===== src/rtl/imem_port_arbiter.sv =====
// imem_port_arbiter: shares one async-read IMEM between fetch (F, priority) and debug (D) ports
// Ports: clk/rst (async, active-high); f_valid/f_addr/f_ready and d_valid/d_addr/d_ready request
// handshakes; f_rsp_* and d_rsp_* registered responses one cycle after grant;
// imem_addr/imem_inst drive and read the shared memory.
module imem_port_arbiter #(
  parameter int          ADDR_W    = 11,
  parameter logic [31:0] BASE_ADDR = 32'h00400000,
  parameter int          MAX_WAIT  = 4
) (
  input  logic              clk,
  input  logic              rst,
  input  logic              f_valid,
  input  logic [31:0]       f_addr,
  output logic              f_ready,
  output logic              f_rsp_valid,
  output logic [31:0]       f_rsp_data,
  output logic              f_rsp_err,
  input  logic              d_valid,
  input  logic [31:0]       d_addr,
  output logic              d_ready,
  output logic              d_rsp_valid,
  output logic [31:0]       d_rsp_data,
  output logic              d_rsp_err,
  output logic [ADDR_W-1:0] imem_addr,
  input  logic [31:0]       imem_inst
);
  localparam logic [3:0]  MW    = 4'(MAX_WAIT);
  localparam logic [31:0] LIMIT = 32'(4 << ADDR_W);
  logic [3:0]  wait_cnt;
  logic        d_grant, f_grant, err;
  logic [31:0] addr, off;
  assign d_grant   = d_valid & (~f_valid | (wait_cnt == MW));
  assign f_grant   = f_valid & ~d_grant;
  assign f_ready   = f_grant;
  assign d_ready   = d_grant;
  assign addr      = d_grant ? d_addr : f_addr;
  // addresses below the base wrap to huge offsets and fail the range check
  assign off       = addr - BASE_ADDR;
  assign err       = (addr[1:0] != 2'b00) | (off >= LIMIT);
  assign imem_addr = (f_grant | d_grant) ? off[ADDR_W+1:2] : '0;
  always_ff @(posedge clk or posedge rst)
    if (rst) begin
      wait_cnt    <= '0;
      f_rsp_valid <= 1'b0;
      f_rsp_data  <= '0;
      f_rsp_err   <= 1'b0;
      d_rsp_valid <= 1'b0;
      d_rsp_data  <= '0;
      d_rsp_err   <= 1'b0;
    end else begin
      wait_cnt    <= (d_valid & ~d_grant) ? ((wait_cnt == MW) ? MW : wait_cnt + 4'd1) : 4'd0;
      f_rsp_valid <= f_grant;
      d_rsp_valid <= d_grant;
      if (f_grant) begin
        f_rsp_err  <= err;
        f_rsp_data <= err ? 32'h0 : imem_inst;
      end
      if (d_grant) begin
        d_rsp_err  <= err;
        d_rsp_data <= err ? 32'h0 : imem_inst;
      end
    end
endmodule


===== config.mk =====
export PLATFORM = sky130hd
export DESIGN_NAME = imem_port_arbiter
export DESIGN_NICKNAME = d
export VERILOG_FILES = /design/src/rtl/imem_port_arbiter.sv
export SDC_FILE = /design/constraint.sdc
export NUM_CORES = 1
export LEC_CHECK = 0
export CAP_MARGIN = 20
export CORE_MARGIN = 3
export CORE_UTILIZATION = 39
export CTS_BUF_LIST = sky130_fd_sc_hd__clkbuf_2 sky130_fd_sc_hd__clkbuf_4 sky130_fd_sc_hd__clkbuf_8
export CTS_CLUSTER_SIZE = 16
export DETAILED_ROUTE_END_ITERATION = 10
export HOLD_SLACK_MARGIN = 0.08
export PLACE_DENSITY = 0.89
export SLEW_MARGIN = 20
export SYNTH_ARGS = -nofsm -noshare
export SYNTH_HDL_FRONTEND = slang
export SYNTH_SLANG_ARGS = --single-unit

===== constraint.sdc =====
create_clock -name clk -period 2.65 [get_ports clk]
set_clock_uncertainty 0.2 [all_clocks]
set_input_delay 0.53 -clock clk [delete_from_list [all_inputs] [get_ports clk]]
set_output_delay 0.53 -clock clk [all_outputs]
set_load 0.03 [all_outputs]

* Word level (Yosys, flattened, before mapping)
Cells that the tools add are included.
** Operators by class
- $add $sub $neg :: 2
- Magnitude comparators :: 1
- Equality and inequality tests :: 1
- Mux-type cells :: 5
- Bitwise operators :: 8
- Reductions and logical operators :: 1
** Operator list (number)
- 32-bit 2-to-1 mux :: 2
- 32-bit by 14-bit >= comparator with 1-bit output, second input constant :: 1
- 32-bit by 23-bit subtractor with 32-bit output, second input constant :: 1
- 11-bit 2-to-1 mux :: 1
- 4-bit 2-to-1 mux :: 2
- 4-bit by 1-bit adder with 4-bit output, second input constant :: 1
- 4-bit by 3-bit equality test with 1-bit output, second input constant :: 1
- 1-bit bitwise AND :: 3
- 1-bit OR :: 3
- 1-bit NOT :: 2
- 2-bit nonzero test :: 1
** Storage, ports and cells
- Register bits :: 72
- Input bits :: 100
- Output and inout bits :: 81
- Word-level logic and storage cells :: 25

* Longest topological paths before layout
- Depth after elaboration :: 8
- Depth in mapped cells :: 6
- Mapped depth without buffers :: 6

* Worst setup path before layout
Ideal clock, no wire load.
- Path kind :: input to output
- From :: input port d_valid
- To :: output port imem_addr[0]
- Arrival :: 1858 ps
- Required time :: 1920 ps
- Path slack :: 62 ps
- Stages on the path :: 5
- Path buffers :: 2
- Path through :: buf_4 -> and4b_4 -> a21oi_4 -> buf_2 -> o21ai_0
** Between the ends
- Longest elaborated chain between the ends :: 5
- Elaborated cells on any way between the ends :: 7
- Those cells by class :: 1 x add/sub; 2 x mux; 4 x bitwise
** Ends and longest elaborated chain
- start, declared :: line 18 : input logic d_valid,
- 1-bit bitwise AND * :: line 32 : assign d_grant = d_valid & (~f_valid | (wait_cnt == MW));
- parallel branches: the longest is 3 deep, another holds 32-bit by 23-bit subtractor with 32-bit output
- 11-bit 2-to-1 mux * :: line 40 : assign imem_addr = (f_grant | d_grant) ? off[ADDR_W+1:2] : '0;
- end, declared :: line 24 : output logic [ADDR_W-1:0] imem_addr,
Every way passes the cells marked *.

* Final worst setup path
- From :: input port f_valid
- To :: output port imem_addr[7]
** Between the ends
- Longest elaborated chain between the ends :: 7
- Elaborated cells on any way between the ends :: 9
- Those cells by class :: 1 x add/sub; 2 x mux; 6 x bitwise
** Ends and longest elaborated chain
- start, declared :: line 12 : input logic f_valid,
- parallel branches: the longest is 6 deep, another holds 32-bit by 23-bit subtractor with 32-bit output
- 11-bit 2-to-1 mux * :: line 40
Marked as above.

==> impl_metrics.py <==
metrics = {
    "power": {
        "intPower_mw": 1.76,
        "power_frac_comb": 0.167,
        "power.share.switching": 0.253,
        "switchingPower_mw": 0.596,
        "peakVddDrop_mv": 0.216,
        "seqPwrFrac": 0.468,
        "p_total_mw": 2.35,
        "powerDensity_nw_per_um2": 386,
        "p_leak_nw": 2.41,
        "clkPwrFrac": 0.365,
    },
    "clock_network": {
        "htreeDepth": 3,
        "cts_num_sinks": 72,
        "cts_hold_buffers": 0,
        "clk_pin_slew_ps": 70,
        "cts_tree": "built",
        "insertion_delay_ps": 340,
        "cts_buffer_depth": 2,
        "ctsRootBufferMaster": "clkbuf_8",
        "cts_buffers": 9,
    },
    "floorplan": {
        "core_area_sq_um": 9820,
        "die-area_sq_um": 11400,
        "num_rows": 36,
        "dieHeight_um": 107,
        "initial_core_util": 0.402,
        "io-pin-count": 181,
        "die_x_um": 107,
    },
    "grt": {
        "grt.overflow.total": 0,
        "first_global_vias": 4000,
        "top_usage_layer": "met2",
        "grt_use_met3": 0.0522,
        "use_met1": 0.271,
        "grt_use_total": 0.229,
        "grt_pass1_wl_um": 20600,
        "antenna_found_initial": 0,
        "grt_max_degree": 73,
        "use_met2": 0.413,
    },
    "setup_path": {
        "worstPathRequired_ps": 1920,
        "cp_max_fo": 4,
        "worstSetupStartpointType": "primary input",
        "critical_path_arrival_ps": 1850,
        "reg2regPathDepth": 8,
        "worstSetupPathType": "primary input to output port",
        "end_kind": "output port",
    },
    "routing": {
        "drtAntennaViolNets": 0,
        "vias": 3842,
        "wl_um": 13000,
        "wire_per_inst_um": 18.9,
        "detail_route.first_pass.iterations": 5,
        "first_iter_violations": 179,
        "drc": 0,
        "vias_per_cell": 5.59,
    },
    "place": {
        "place_congestion": 0.824,
        "dp_cells": 667,
        "pre_cts_slack_ps": -417,
        "portBuffers": 180,
        "dpl_cell_area_sq_um": 5850,
        "dp_hpwl_um": 9110,
    },
    "synth": {
        "syn_area_sq_um": 3940,
        "synthArstFlopShare": 1.00,
        "yosys-top-cells-area": "dfrtp_1, o31ai_2, nand3_1",
        "synth.avg_cell_area_sq_um": 10.6,
        "ys.warnings.count": 0,
        "ys_seq_area_frac": 0.457,
        "synth_area_leader_cell": "dfrtp_1",
        "yosys.cell_types.count": 31,
        "syn_inst": 373,
        "synth-seq-cells": 72,
        "ys.flop_type": "dfrtp_1",
        "post-synth-top-area-fraction": 0.457,
        "synth_edf_count": 0,
        "syn_nets": 475,
    },
    "worst_hold_path": {
        "hold_class": "flip-flop to flip-flop",
        "min_path_cells": 2,
    },
    "cells_and_area": {
        "fin_util": 0.622,
        "area_delta_synth_final_pct": 54.8,
        "layout-drive-gt1-share": 0.238,
        "n_antenna_cell": 0,
        "fin_nets": 651,
        "layout_common_cells": "clkdlybuf4s50_1, nand3_1, dfrtp_1, o31ai_2, o21ai_0",
        "final_cells": 687,
        "final_common_cell": "clkdlybuf4s50_1",
        "design_area_sq_um": 6100,
    },
    "sta": {
        "setup_viol": 0,
        "worst_slew_pin_slew_ps": 558,
        "max-slew-margin-rel": 0.628,
        "hold_viol_final": 0,
        "rsz0062_at_grt": "no",
        "fin_crit_sh": 0.972,
        "fmax_mhz": 388,
        "setup_slack_ps": 73.3,
        "min_period_ps": 2580,
        "drv_slew": 0,
    },
    "flow_run": {
        "maxCapViolations": 0,
    },
    "status": {
        "outcome": "finished clean",
    },
}
-- synth_stat cells, types with 4 or more instances --
cell type	instances
clkbuf_1	20
buf_4	4
o31ai_2	59
inv_1	15
nand3_1	107
and3_1	4
o21ai_0	41
buf_6	7
dfrtp_1	72
nor4_2	4
o31ai_1	5
buf_2	9
-- path summary, 6_finish.rpt --
| check | end | slack [ps] | start |
|---|---|---|---|
| hold reg to reg | d_rsp_data[10] | 310 | d_rsp_data[10] |
| max in group asynchronous | d_rsp_valid | 1540 | rst |
| min in group asynchronous | f_rsp_data[0] | 410 | rst |
| setup / recovery | imem_addr[7] | 70 | f_valid |
| setup reg to reg | d_rsp_data[24] | 570 | wait_cnt[0] |
| hold / removal | d_rsp_data[10] | 310 | d_rsp_data[10] |
-- logic make-up after synthesis --
group | Yosys count | synth area share
simple gates | 130 | 0.195
compound gates | 111 | 0.264
buf+inv | 56 | 0.0733
flops | 72 | 0.457
xor+xnor | 2 | 0.00444
fa+ha+maj | 2 | 0.00634
-- per-stage QoR --
stage	setup TNS [ps]	hold slack, ps
2_1_floorplan	0	365
3_3_place_gp	-3560	284
3_5_place_dp	-4150	295
4_1_cts	0	312
5_1_grt	0	349
6_report	0	306
-- what timing repair did --
item | CTS | global route
cloned | 1 | 0
setup endpoints to repair | 11 | 11
gates resized for setup | 17 | 8
buffers inserted | 2 | 1
-- state kept, by name (all words and copies together) (netlist names) --
name / count
d_rsp_data: 32
d_rsp_err: 1
d_rsp_valid: 1
f_rsp_data: 32
f_rsp_err: 1
f_rsp_valid: 1
wait_cnt: 4
-- worst max-delay path: stages --
cell	delay, ps
clkdlybuf4s50_1	520
inv_1	100
a21oi_4	210
inv_2	80
a22o_1	230
buf_2	170
-- layout make-up --
type	count	area, sq um
Sequential cell	72	1800
Multi-Input combinational cell	245	1860
Tap cell	133	166
Inverter	16	60.1
Fill cell	819	3720
Clock buffer	12	146
Clock inverter	4	45.0
Timing Repair Buffer	205	2020
-- metal layers --
layer	part of all wire	vias to the layer above	routed length [um]
met5	0	-	0
met4	0.016	0	209
met3	0.074	21	955
met2	0.53	183	6810
met1	0.38	1887	4990
li1	-	1751	-
-- power by group through the flow --
stage	combinational (mW)	clock [mW]	sequential [mW]
2_1_floorplan	0.140	0	1.13
3_3_place_gp	0.370	0	1.12
3_5_place_dp	0.379	0	1.12
4_1_cts	0.391	0.882	1.10
5_1_grt	0.416	0.922	1.10
6_report	0.393	0.859	1.10
No activity file was read; power rests on OpenSTA's default activity.
==> edit 1: new RTL, config.mk and constraints unchanged <==
Set the parameter `ADDR_W` to 12 (it was 11).
--- a/src/rtl/imem_port_arbiter.sv
+++ b/src/rtl/imem_port_arbiter.sv
@@ -5,3 +5,3 @@
 module imem_port_arbiter #(
-  parameter int          ADDR_W    = 11,
+  parameter int          ADDR_W    = 12,
   parameter logic [31:0] BASE_ADDR = 32'h00400000,
Interface: changed (resized imem_addr); port bits go from 181 to 182. No check against the original RTL was run, so the function may have changed too.
==> edit 1 against the unedited design <==
- count of clock-buffer cells in the layout unchanged
- worst setup slack worse by 0.0082 ns
- highest routed layer unchanged
- total power up 5.2%
- area after synthesis down 11%
- sequential power about the same
- maximum frequency down 0.32%
- sequential cell count unchanged
- largest power group unchanged
- design area down 8.1%
- die area down 11%
- critical endpoint is now imem_addr[10]
- wire length down 7.7%
- cell count down 11%
==> edit 1: results (changes against the unedited design) <==
status complete, no violations (unchanged); Placed Cells incl. Taps 594 (was 667); fin nets 603 (was 651); Commonest cells post-synth dfrtp_1 (72), nand4_1 (65), nand3_1 (35) (was nand3_1 (107), dfrtp_1 (72), o31ai_2 (59)); antenna violations before repair 0 (unchanged); fillers 653 (was 819); first-pass GRT wire length 18400 um (was 20620 um); Worst Path Max Fanout 11 (was 4); Unique masters post-synth 30 (was 31); area of the multi-input gates 1478 sq um (was 1863 sq um); largest net degree at the start of global routing 73 (unchanged); drt first-iter violations 154 (was 179); Max stage delay on crit path 0.41 ns (was 0.52 ns); Total Wirelength 11970 um (was 12960 um); post-DR vias/cell 5.908 (was 5.592); leakage 2.247 nW (was 2.407 nW); Port Buffers 181 (was 180); non-filler cells in the finished layout 611 (was 687); share of cells above drive strength 1 12.45% (was 23.83%); Relative slew margins 74.10% (was 62.78%); post-DP HPWL 8560 um (was 9114 um); TritonRoute pass-1 iters 4 (was 5); hold_sp f_rsp_data[2] (was d_rsp_data[10]); Peak VDD IR 0.2823 mV (was 0.2160 mV); vias in the first global route 3532 (was 4000); dpl cell area 5351 sq um (was 5846 sq um); gpl congestion 0.7726 (was 0.8239); CP startpoint kind register (was primary input); hold crit path type register to register (unchanged); Seq/Total Area, Yosys 51.48% (was 45.69%); # diodes 0 (unchanged); largest cells by area after synthesis dfrtp_1 (51%), nand4_1 (12%), o2bb2ai_1 (8.0%) (was dfrtp_1 (46%), o31ai_2 (19%), nand3_1 (14%)); Avg Cell Area, Syn 10.64 sq um (was 10.57 sq um); Total GRT Usage 23.09% (was 22.91%)
[edit 1: cell count changes after synthesis, sizes merged, moves of 11 or more]
| cell | delta |
|---|---|
| nand3 | -72 |
| o31ai | -64 |
| nand4 | +62 |
| o2bb2ai | +32 |
| clkbuf | -14 |
| buf | +13 |
| inv | -11 |
[edit 1: worst paths after layout]
kind / to / slack (ns) / cells after the start
min in group asynchronous: d_rsp_data[24] / 0.38 / 3
max in group asynchronous: f_rsp_data[0] / 1.54 / 3
setup reg to reg: d_rsp_data[10] / 0.75 / 6
hold reg to reg: f_rsp_data[2] / 0.29 / 1
hold / removal: f_rsp_data[2] / 0.29 / 1
setup / recovery: imem_addr[10] / 0.07 / 7
[edit 1: kinds of logic after synthesis]
group | Yosys count | share of synthesized area (%)
simple gates | 130 | 24.49
compound gates | 79 | 16.16
flops | 72 | 51.48
buf+inv | 44 | 6.650
xor+xnor | 2 | 0.5006
fa+ha+maj | 2 | 0.7149
[edit 1: report_power, final]
part / total (mW) / switching, mW / internal (mW)
Combinational: 0.359 / 0.170 / 0.189
Sequential: 1.10 / 0.00214 / 1.10
Clock: 1.02 / 0.421 / 0.594
Total: 2.48 / 0.592 / 1.88
[edit 1: stage by stage]
step / TNS, ns / setup slack (ns) / power [mW] / hold slack (ns)
global route: -0.04486 / -0.02861 / 2.551 / 0.3129
finish: 0 / 0.06515 / 2.477 / 0.2920
global placement: -0.08513 / -0.08513 / 1.473 / 0.2713
floorplan: 0 / 0.09508 / 1.253 / 0.3651
CTS: 0 / 0.0003264 / 2.489 / 0.2979
detailed placement: -0.1043 / -0.1030 / 1.480 / 0.2730
[edit 1: routing by layer]
layer | GRT usage (%) | vias up | share of wire [%]
met5 | 0 | - | 0
met4 | 6.736 | 0 | 1.5
met3 | 5.260 | 16 | 11
met2 | 40.86 | 215 | 52
met1 | 27.96 | 1756 | 36
li1 | - | 1623 | -
[edit 1: repair_timing]
action                                  in CTS  in global routing
endpoints found under the hold margin        0                  0
endpoints found under the setup margin       2                 12
gates resized for setup                      1                  6
pin swaps                                    1                  0
buffers inserted                             1                  0
[edit 1: cell type report]
type / count / area share (%)
Tap cell: 105 / 2.341
Timing Repair Buffer: 200 / 34.69
Inverter: 5 / 0.3344
Clock buffer: 12 / 2.832
Clock inverter: 4 / 1.360
Multi-Input combinational cell: 213 / 26.33
Sequential cell: 72 / 32.11
[edit 1: critical path: cells and delay by family (launching register included)]
family / cells / cell delay [ns]
buf+inv: 3 / 0.47
compound gates: 1 / 0.16
simple gates: 2 / 0.36
fa+ha+maj: 1 / 0.13
flops: 1 / 0.41
==> edit 2: new RTL, same flow settings <==
Made on the original files. Reset style: synchronous (`rst`), changed in one clocked block. Comments in the files are not updated.
--- a/src/rtl/imem_port_arbiter.sv
+++ b/src/rtl/imem_port_arbiter.sv
@@ -40,3 +40,3 @@
   assign imem_addr = (f_grant | d_grant) ? off[ADDR_W+1:2] : '0;
-  always_ff @(posedge clk or posedge rst)
+  always_ff @(posedge clk)
     if (rst) begin
Behaviour: differs if rst is asserted again (counterexample within 4 cycles, from zero or initial values and one cycle with rst high); with rst held inactive, the same outputs for 10 cycles.
==> edit 2 against the unedited design <==
- die area shrank 22%
- maximum frequency up 2.5%
- sequential cell count did not move
- highest routed layer unchanged
- wire length down 25%
- critical path type unchanged
- total power is 2.8% lower
- worst setup slack gained 0.064 ns
- area after synthesis shrank 23%
- combinational power down 15%
- design area decreased by 17%
- register-to-register slack gained 0.09 ns
- largest power group unchanged
==> edit 2: results (changes against the unedited design) <==
status complete, no violations (unchanged); Peak VDD IR 0.5152 mV (was 0.2160 mV); Post-CTS Setup Inserts 0 (was 2); number of non-clock inverters 37 (was 16); vias 3058 (was 3842); GR met1 Demand/Resource 23.19% (was 27.14%); Synth Area in Compound Gates 21.10% (was 26.36%); share of cells above drive strength 1 15.16% (was 23.83%); hold depth 1 (was 2); largest cells by area after synthesis dfxtp_1 (48%), o32ai_1 (9.2%), o21ai_2 (8.4%) (was dfrtp_1 (46%), o31ai_2 (19%), nand3_1 (14%)); WL/cell 16.09 um (was 18.87 um); Unique masters post-synth 32 (was 31); Setup WS pre-CTS 0.01770 ns (was -0.4166 ns); dpl cell area 4830 sq um (was 5846 sq um); clkbuf count 10 (was 12); area of the multi-input gates 1249 sq um (was 1863 sq um); fin nets 605 (was 651); fillers 580 (was 819); Total GRT Usage 21.50% (was 22.91%); Post-synth ARST share 0% (was 100.0%); Worst Path Max Fanout 10 (was 4); vias in the first global route 3162 (was 4000); first-pass GRT wire length 14890 um (was 20620 um); gpl congestion 0.8079 (was 0.8239); DR WL met3 580 um (was 955 um)
-- edit 2: cell count changes in the layout (fill, tap and decap cells not counted), moves of 32 or more --
cell | before | now
dfxtp_1 | 0 | 71
nand2_1 | 0 | 50
o31ai_2 | 59 | 0
dfrtp_1 | 72 | 0
o32ai_1 | 0 | 32
nand3_1 | 107 | 33
-- edit 2: worst paths after layout --
check	from	end	slack, ns
worst min-delay path	wait_cnt[0]	wait_cnt[0]	0.25
worst min register to register	wait_cnt[0]	wait_cnt[0]	0.25
worst max-delay path	f_valid	imem_addr[7]	0.14
worst max register to register	wait_cnt[0]	f_rsp_data[8]	0.66
-- edit 2: power groups by stage --
stage | Sequential (mW) | Clock, mW | Combinational (mW)
2_1_floorplan | 1.12 | 0 | 0.127
3_3_place_gp | 1.11 | 0 | 0.327
3_5_place_dp | 1.11 | 0 | 0.333
4_1_cts | 1.09 | 0.882 | 0.335
5_1_grt | 1.09 | 0.929 | 0.354
6_report | 1.09 | 0.867 | 0.334
